--- src/rtl/rip_axi_rd_arbiter.sv ---
// rtl/rip_axi_rd_arbiter.sv - two-requester round-robin AXI4 read arbiter, one outstanding burst
//
// Ports:
//   clk, sys_rst_n         : clock, synchronous active-low reset
//   s_arvalid/s_araddr/s_arlen/s_arready : per-requester read requests (0 = fetch, 1 = data)
//   s_rdata/s_rresp/s_rlast, s_rvalid/s_rready : shared read-data return, per-requester handshake
//   AR* / R*               : AXI4 read master channels
//   busy                   : high whenever the FSM is not IDLE
//   err, err_owner         : sticky response/ID error flag and first failing owner
//                            (present only when RIP_ARB_ERR_EN is defined)
module rip_axi_rd_arbiter #(
    parameter int AXI_ID_WIDTH   = 4,
    parameter int AXI_ADDR_WIDTH = 32,
    parameter int AXI_DATA_WIDTH = 32
) (
    input  logic                        clk,
    input  logic                        sys_rst_n,
    input  logic [1:0]                  s_arvalid,
    input  logic [2*AXI_ADDR_WIDTH-1:0] s_araddr,
    input  logic [15:0]                 s_arlen,
    output logic [1:0]                  s_arready,
    output logic [AXI_DATA_WIDTH-1:0]   s_rdata,
    output logic [1:0]                  s_rresp,
    output logic                        s_rlast,
    output logic [1:0]                  s_rvalid,
    input  logic [1:0]                  s_rready,
    output logic [AXI_ID_WIDTH-1:0]     ARID,
    output logic [AXI_ADDR_WIDTH-1:0]   ARADDR,
    output logic [7:0]                  ARLEN,
    output logic [2:0]                  ARSIZE,
    output logic [1:0]                  ARBURST,
    output logic                        ARLOCK,
    output logic [3:0]                  ARCACHE,
    output logic [2:0]                  ARPROT,
    output logic [3:0]                  ARQOS,
    output logic [3:0]                  ARREGION,
    output logic                        ARVALID,
    input  logic                        ARREADY,
    input  logic [AXI_ID_WIDTH-1:0]     RID,
    input  logic [AXI_DATA_WIDTH-1:0]   RDATA,
    input  logic [1:0]                  RRESP,
    input  logic                        RLAST,
    input  logic                        RVALID,
    output logic                        RREADY,
`ifdef RIP_ARB_ERR_EN
    output logic                        err,
    output logic                        err_owner,
`endif
    output logic                        busy
);

    localparam int AW = AXI_ADDR_WIDTH;
    localparam logic [2:0] AR_SIZE = 3'($clog2(AXI_DATA_WIDTH / 8));

    typedef enum logic [1:0] {
        IDLE = 2'd0,
        ADDR = 2'd1,
        DATA = 2'd2
    } state_t;

    state_t        state, state_nxt;
    logic          last_grant;
    logic          owner;
    logic [AW-1:0] addr_q;
    logic [7:0]    len_q;
    logic          grant_idx;
    logic          grant_en;
    logic          beat_acc;
    logic          burst_done;

    // On a tie the requester not granted last wins; otherwise the only valid one.
    always_comb begin
        grant_idx = ~s_arvalid[0];
        if (s_arvalid == 2'b11) begin
            grant_idx = ~last_grant;
        end
    end

    assign grant_en   = (state == IDLE) && (|s_arvalid);
    assign beat_acc   = (state == DATA) && RVALID && RREADY;
    assign burst_done = beat_acc && RLAST;

    always_ff @(posedge clk) begin
        if (!sys_rst_n) begin
            state      <= IDLE;
            last_grant <= 1'b1;
            owner      <= 1'b0;
            addr_q     <= '0;
            len_q      <= '0;
        end else begin
            state <= state_nxt;
            if (grant_en) begin
                owner  <= grant_idx;
                addr_q <= grant_idx ? s_araddr[2*AW-1:AW] : s_araddr[AW-1:0];
                len_q  <= grant_idx ? s_arlen[15:8] : s_arlen[7:0];
            end
            if (burst_done) begin
                last_grant <= owner;
            end
        end
    end

    always_comb begin
        state_nxt = state;
        s_arready = 2'b00;
        ARVALID   = 1'b0;
        RREADY    = 1'b0;
        s_rvalid  = 2'b00;
        case (state)
            IDLE: begin
                if (grant_en) begin
                    s_arready = grant_idx ? 2'b10 : 2'b01;
                    state_nxt = ADDR;
                end
            end
            ADDR: begin
                ARVALID = 1'b1;
                if (ARREADY) begin
                    state_nxt = DATA;
                end
            end
            DATA: begin
                // Routing follows the latched owner only; RID is never consulted.
                RREADY   = owner ? s_rready[1] : s_rready[0];
                s_rvalid = owner ? {RVALID, 1'b0} : {1'b0, RVALID};
                if (burst_done) begin
                    state_nxt = IDLE;
                end
            end
            default: state_nxt = IDLE;
        endcase
    end

    assign busy     = (state != IDLE);
    assign s_rdata  = RDATA;
    assign s_rresp  = RRESP;
    assign s_rlast  = RLAST;

    assign ARID     = AXI_ID_WIDTH'(owner);
    assign ARADDR   = addr_q;
    assign ARLEN    = len_q;
    assign ARSIZE   = AR_SIZE;
    assign ARBURST  = 2'b01;
    assign ARLOCK   = 1'b0;
    assign ARCACHE  = 4'd0;
    assign ARPROT   = 3'd0;
    assign ARQOS    = 4'd0;
    assign ARREGION = 4'd0;

`ifdef RIP_ARB_ERR_EN
    always_ff @(posedge clk) begin
        if (!sys_rst_n) begin
            err       <= 1'b0;
            err_owner <= 1'b0;
        end else if (beat_acc && ((RRESP != 2'b00) || (RID != ARID))) begin
            err <= 1'b1;
            // Only the first failing owner is recorded.
            if (!err) begin
                err_owner <= owner;
            end
        end
    end
`else
    logic unused_rid;
    assign unused_rid = ^RID;
`endif

endmodule

--- config.mk ---
export PLATFORM = sky130hd
export DESIGN_NAME = rip_axi_rd_arbiter
export DESIGN_NICKNAME = d
export VERILOG_FILES = /design/src/rtl/rip_axi_rd_arbiter.sv
export SDC_FILE = /design/constraint.sdc
export NUM_CORES = 1
export LEC_CHECK = 0
export CORE_AREA = 4 4 88 90
export CTS_CLUSTER_SIZE = 14
export DETAILED_ROUTE_END_ITERATION = 12
export DIE_AREA = 0 0 92 94
export DONT_BUFFER_PORTS = 1
export GPL_ROUTABILITY_DRIVEN = 0
export RECOVER_POWER = 50
export SYNTH_ARGS = -nofsm -noshare
export SYNTH_HDL_FRONTEND = slang
export SYNTH_SLANG_ARGS = --single-unit
export TNS_END_PERCENT = 30
--- constraint.sdc ---
create_clock -name clk -period 1.2 [get_ports clk]
set_input_delay 0.18 -clock clk [delete_from_list [all_inputs] [get_ports clk]]
set_output_delay 0.18 -clock clk [all_outputs]
set_load 0.02 [all_outputs]
Word-level counts from Yosys, hierarchy flattened
Index checks and enable logic that the tools add are counted.
{"block": "totals", "register_bits": 44, "elab_cells": 36, "input_bits": 127}
{"block": "op_classes", "n_eq_ne": 6, "n_reduce_logical": 8, "bitwise": 2, "muxes": 15}
{"operator": "$mux 32", "n": 1}
{"operator": "$mux 2", "n": 8}
{"operator": "$mux 8", "n": 1}
{"operator": "$ne 2x2->1 const B", "n": 3}
{"operator": "$pmux 2 s3", "n": 1}
{"operator": "$eq 2x2->1 const B", "n": 2}
{"operator": "$logic_and 1x1->1", "n": 4}
{"operator": "$mux 1", "n": 4}
{"operator": "$reduce_and 3->1", "n": 1}
{"operator": "$eq 2x1->1 const B", "n": 1}
{"operator": "$logic_not 2->1", "n": 1}
{"operator": "$not 1->1", "n": 2}
{"operator": "$reduce_bool 2->1", "n": 1}
{"operator": "$reduce_or 2->1", "n": 1}

Logic depth before layout (Yosys ltp)
{"block": "depth", "word_depth": 6, "depth_mapped": 5}

Worst setup path after synthesis
No wires, ideal clock.
{"block": "synth_timing", "kind": "flip-flop to flip-flop", "start": "reg state[0]", "end": "reg state[0]", "slack_ns": -0.004, "arrival_time_ns": 1.146, "path_buffers": 0, "required_time_ns": 1.142, "stages_incl_launch_ff": 4, "setup_time_ns": 0.058, "path_cell_list": "dfxtp_1 nor2b_1 nor2b_1 o21a_1"}
{"block": "synth_between", "elab_chain_cells": 6, "elab_cells_between_ends": 13, "cone_classes": "eq/ne: 5; mux: 2; reduce/logical: 6"}
{"item": "from (decl)", "line": "61", "rtl": "state_t state, state_nxt;"}
{"item": "from (signal assigned)", "line": "91", "rtl": "state <= state_nxt;"}
{"item": "$eq 2x2->1", "line": "80, 109"}
{"item": "$mux 1 / $logic_and 1x1->1 (equally long branches)", "line": "109, 80"}
{"item": "$logic_and 1x1->1", "line": "80", "rtl": "assign beat_acc = (state == DATA) && RVALID && RREADY;"}
{"item": "$logic_and 1x1->1", "line": "81", "rtl": "assign burst_done = beat_acc && RLAST;"}
{"item": "$ne 2x2->1 (no source line)"}
{"item": "$reduce_and 3->1 (no source line)"}
Parallel ways exist; a longest one is shown, timed or not.
A chain may end at the register's enable or synchronous reset.

Final worst setup path
{"block": "layout_timing", "start": "reg state[1]", "end": "out s_arready[0]"}
{"block": "layout_between", "elab_chain_cells": 4}
{"item": "$logic_not 2->1 (*)", "line": "79, 109"}
{"item": "$logic_and 1x1->1", "line": "79", "rtl": "assign grant_en = (state == IDLE) && (|s_arvalid);"}
{"item": "$mux 2", "line": "111", "rtl": "if (grant_en) begin"}
{"item": "$mux 2 (*)", "line": "109", "rtl": "case (state)"}
{"item": "to (decl)", "line": "21", "rtl": "output logic [1:0] s_arready,"}
Every way passes the cells marked *; elsewhere a longest branch is shown, timed or not.

==> metrics.yaml <==
cts_sinks: 44
final_cell_area_um2: 2870
fin_ws_ns: -0.180
grt_usage_pct: 17.3
cts_root_buf: "clkbuf_8"
cp_data_required_time_ns: 1.02
port_buffers: 0
cts_tree: "built"
holdWs_ns: 0.0232
dpl_worst_slack_ns: -0.109
antenna_found_initial: 0
place_hpwl_um: 5090
period_needed_ns: 1.38
coreArea_um2: 7060
clkTransAtPathRegs_ns: 0.08
clock.fmax_mhz: 725
area_delta_synth_final_pct: 12.9
cp-start-kind: "register"
vdd_drop_max_mv: 0.549
yosysUniqueCellTypes: 24
drv_cap: 0
cts_buffer_depth: 2
dr.pass1.iters: 6
synthTopCellsByArea: "dfxtp_1 35%, buf_4 18%, nand3_1 16%, a31oi_1 9.8%, o21ai_1 8.3%"
route.detailed.drc: 0
p_total_mw: 3.89
io-pin-count: 234
grt-ovfl-total: 0
grt_max_degree: 43
drive_gt1_share_pct: 24.2
syn-cell-area_um2: 2540
std_cell_rows: 31
power_density_nw_per_um2: 1360
post_drt_wl_per_cell_um: 19.7
die_w_um: 92
ant_nets: 0
p_leak_nw: 1.01
wirelength_um: 7890
yosys_warnings: 0
vias: 2276
numCtsBuffers: 5
cp-end-kind: "output pin"
grt_pass1_vias: 2239
worstPathArrival_ns: 1.20
die_area_um2: 8650
diodes: 0
fp.dieH_um: 94
ys_ff_latch: 44
min_path_type: "input port to register"
clock_skew_ns: 0.00807
ys_seq_area_share_pct: 34.6
rsz0062_at_grt: "true"
synth_area_leader_cell: "dfxtp_1"
drt_iter0_drc: 150
setup_viol: 47
final_common_cell: "nand3_1"
start_util_pct: 36.0
cp_max_fo: 4
placedInstanceArea_um2: 2420
fin_util_pct: 40.7
reg2reg_slack_ns: -0.14
h-tree-depth: 2
status: "finished with violations"
layout.nets: 428
grt_pass1_wl_um: 11900
clock_latency_ns: 0.29
finalMaxSlewViolations: 0
fin_crit_sh_pct: 115
hold_viol_final: 0
mostFrequentLayoutCells: "76 x nand3_1, 41 x dfxtp_1, 39 x o21ai_1"
violations: "negative setup slack"
route.detailed.vias_per_inst: 5.68
syn_inst: 324
synth.top_cell.area_share_pct: 34.6
avgSynthCellArea_um2: 7.85
critPathKind: "register to output pin"
-- synth_stat cells (all sizes together) --
cell type,count
a21boi,1
a21oi,1
a31oi,40
and3,2
and4b,1
buf,84
clkbuf,5
conb,2
dfxtp,44
inv,3
mux2i,2
nand2,3
nand2b,1
nand3,81
nor2,6
nor2b,4
nor3b,1
o21a,1
o21ai,42
-- registers in the layout (all words and copies together) (netlist names) --
register and cells:
owner 1, ARLEN 8, state 2, last_grant 1
ARADDR 32
-- layout make-up --
cell class	instances	area, um^2
clock inverter	2	10.0
fill	723	4190
inverter	3	13.8
sequential	44	890
timing repair buffer	37	474
multi-input combinational	210	1280
tap	99	124
clock buffer	6	82.6
-- report_power, final --
| part | internal [mW] | total, mW | switching [mW] |
|---|---|---|---|
| clock | 0.460 | 0.973 | 0.512 |
| sequential | 1.60 | 1.83 | 0.233 |
| combinational | 0.483 | 1.09 | 0.606 |
-- final timing paths --
kind                     startpoint                 endpoint  depth (start not counted)
max           state[1]$_SDFFE_PN0P_             s_arready[0]                          4
min                       sys_rst_n    state[1]$_SDFFE_PN0P_                          2
max reg2reg   state[0]$_SDFFE_PN0P_  ARADDR[21]$_SDFFE_PN0N_                          6
min reg2reg  ARADDR[5]$_SDFFE_PN0N_   ARADDR[5]$_SDFFE_PN0N_                          2
-- per-stage QoR --
step,TNS (ns),std cells
6_report,-4.45,401
5_1_grt,-8.26,401
4_1_cts,-4.82,400
3_5_place_dp,-1.50,380
3_3_place_gp,-0.423,380
2_1_floorplan,-0.000393,346
-- per-layer routing --
| metal | vias up | GRT usage (%) | part of all wire [%] |
|---|---|---|---|
| met3 | 16 | 6.09 | 11 |
| li1 | 1029 | - | - |
| met4 | 0 | 5.20 | 1.3 |
| met1 | 1089 | 20.7 | 37 |
| met5 | - | 0 | 0 |
| met2 | 142 | 29.1 | 51 |
-- critical path: stages (launching register included) --
cell,delay (ns)
dfxtp_4,0.37
nor2_4,0.15
buf_12,0.11
and3_4,0.17
buf_6,0.11
-- kinds of logic after synthesis --
kind of cell           count (synthesis)  synth area share [%]
multiplexers                           2                 0.787
other                                  2                 0.295
AO/OA/AOI/OAI                         85                  19.0
buffers and inverters                 92                  24.7
AND/OR/NAND/NOR                       99                  20.5
flip-flops                            44                  34.6
-- what timing repair did --
action | 4_1_cts | 5_1_grt
endpoints found under the hold margin | 1 | 0
pin swaps | 6 | 14
hold buffers | 1 | 0
resized for setup | 23 | 27
setup buffers | 9 | 1
endpoints found under the setup margin | 37 | 49
gates cloned | 2 | 0
(Power assumes the default switching activity.)
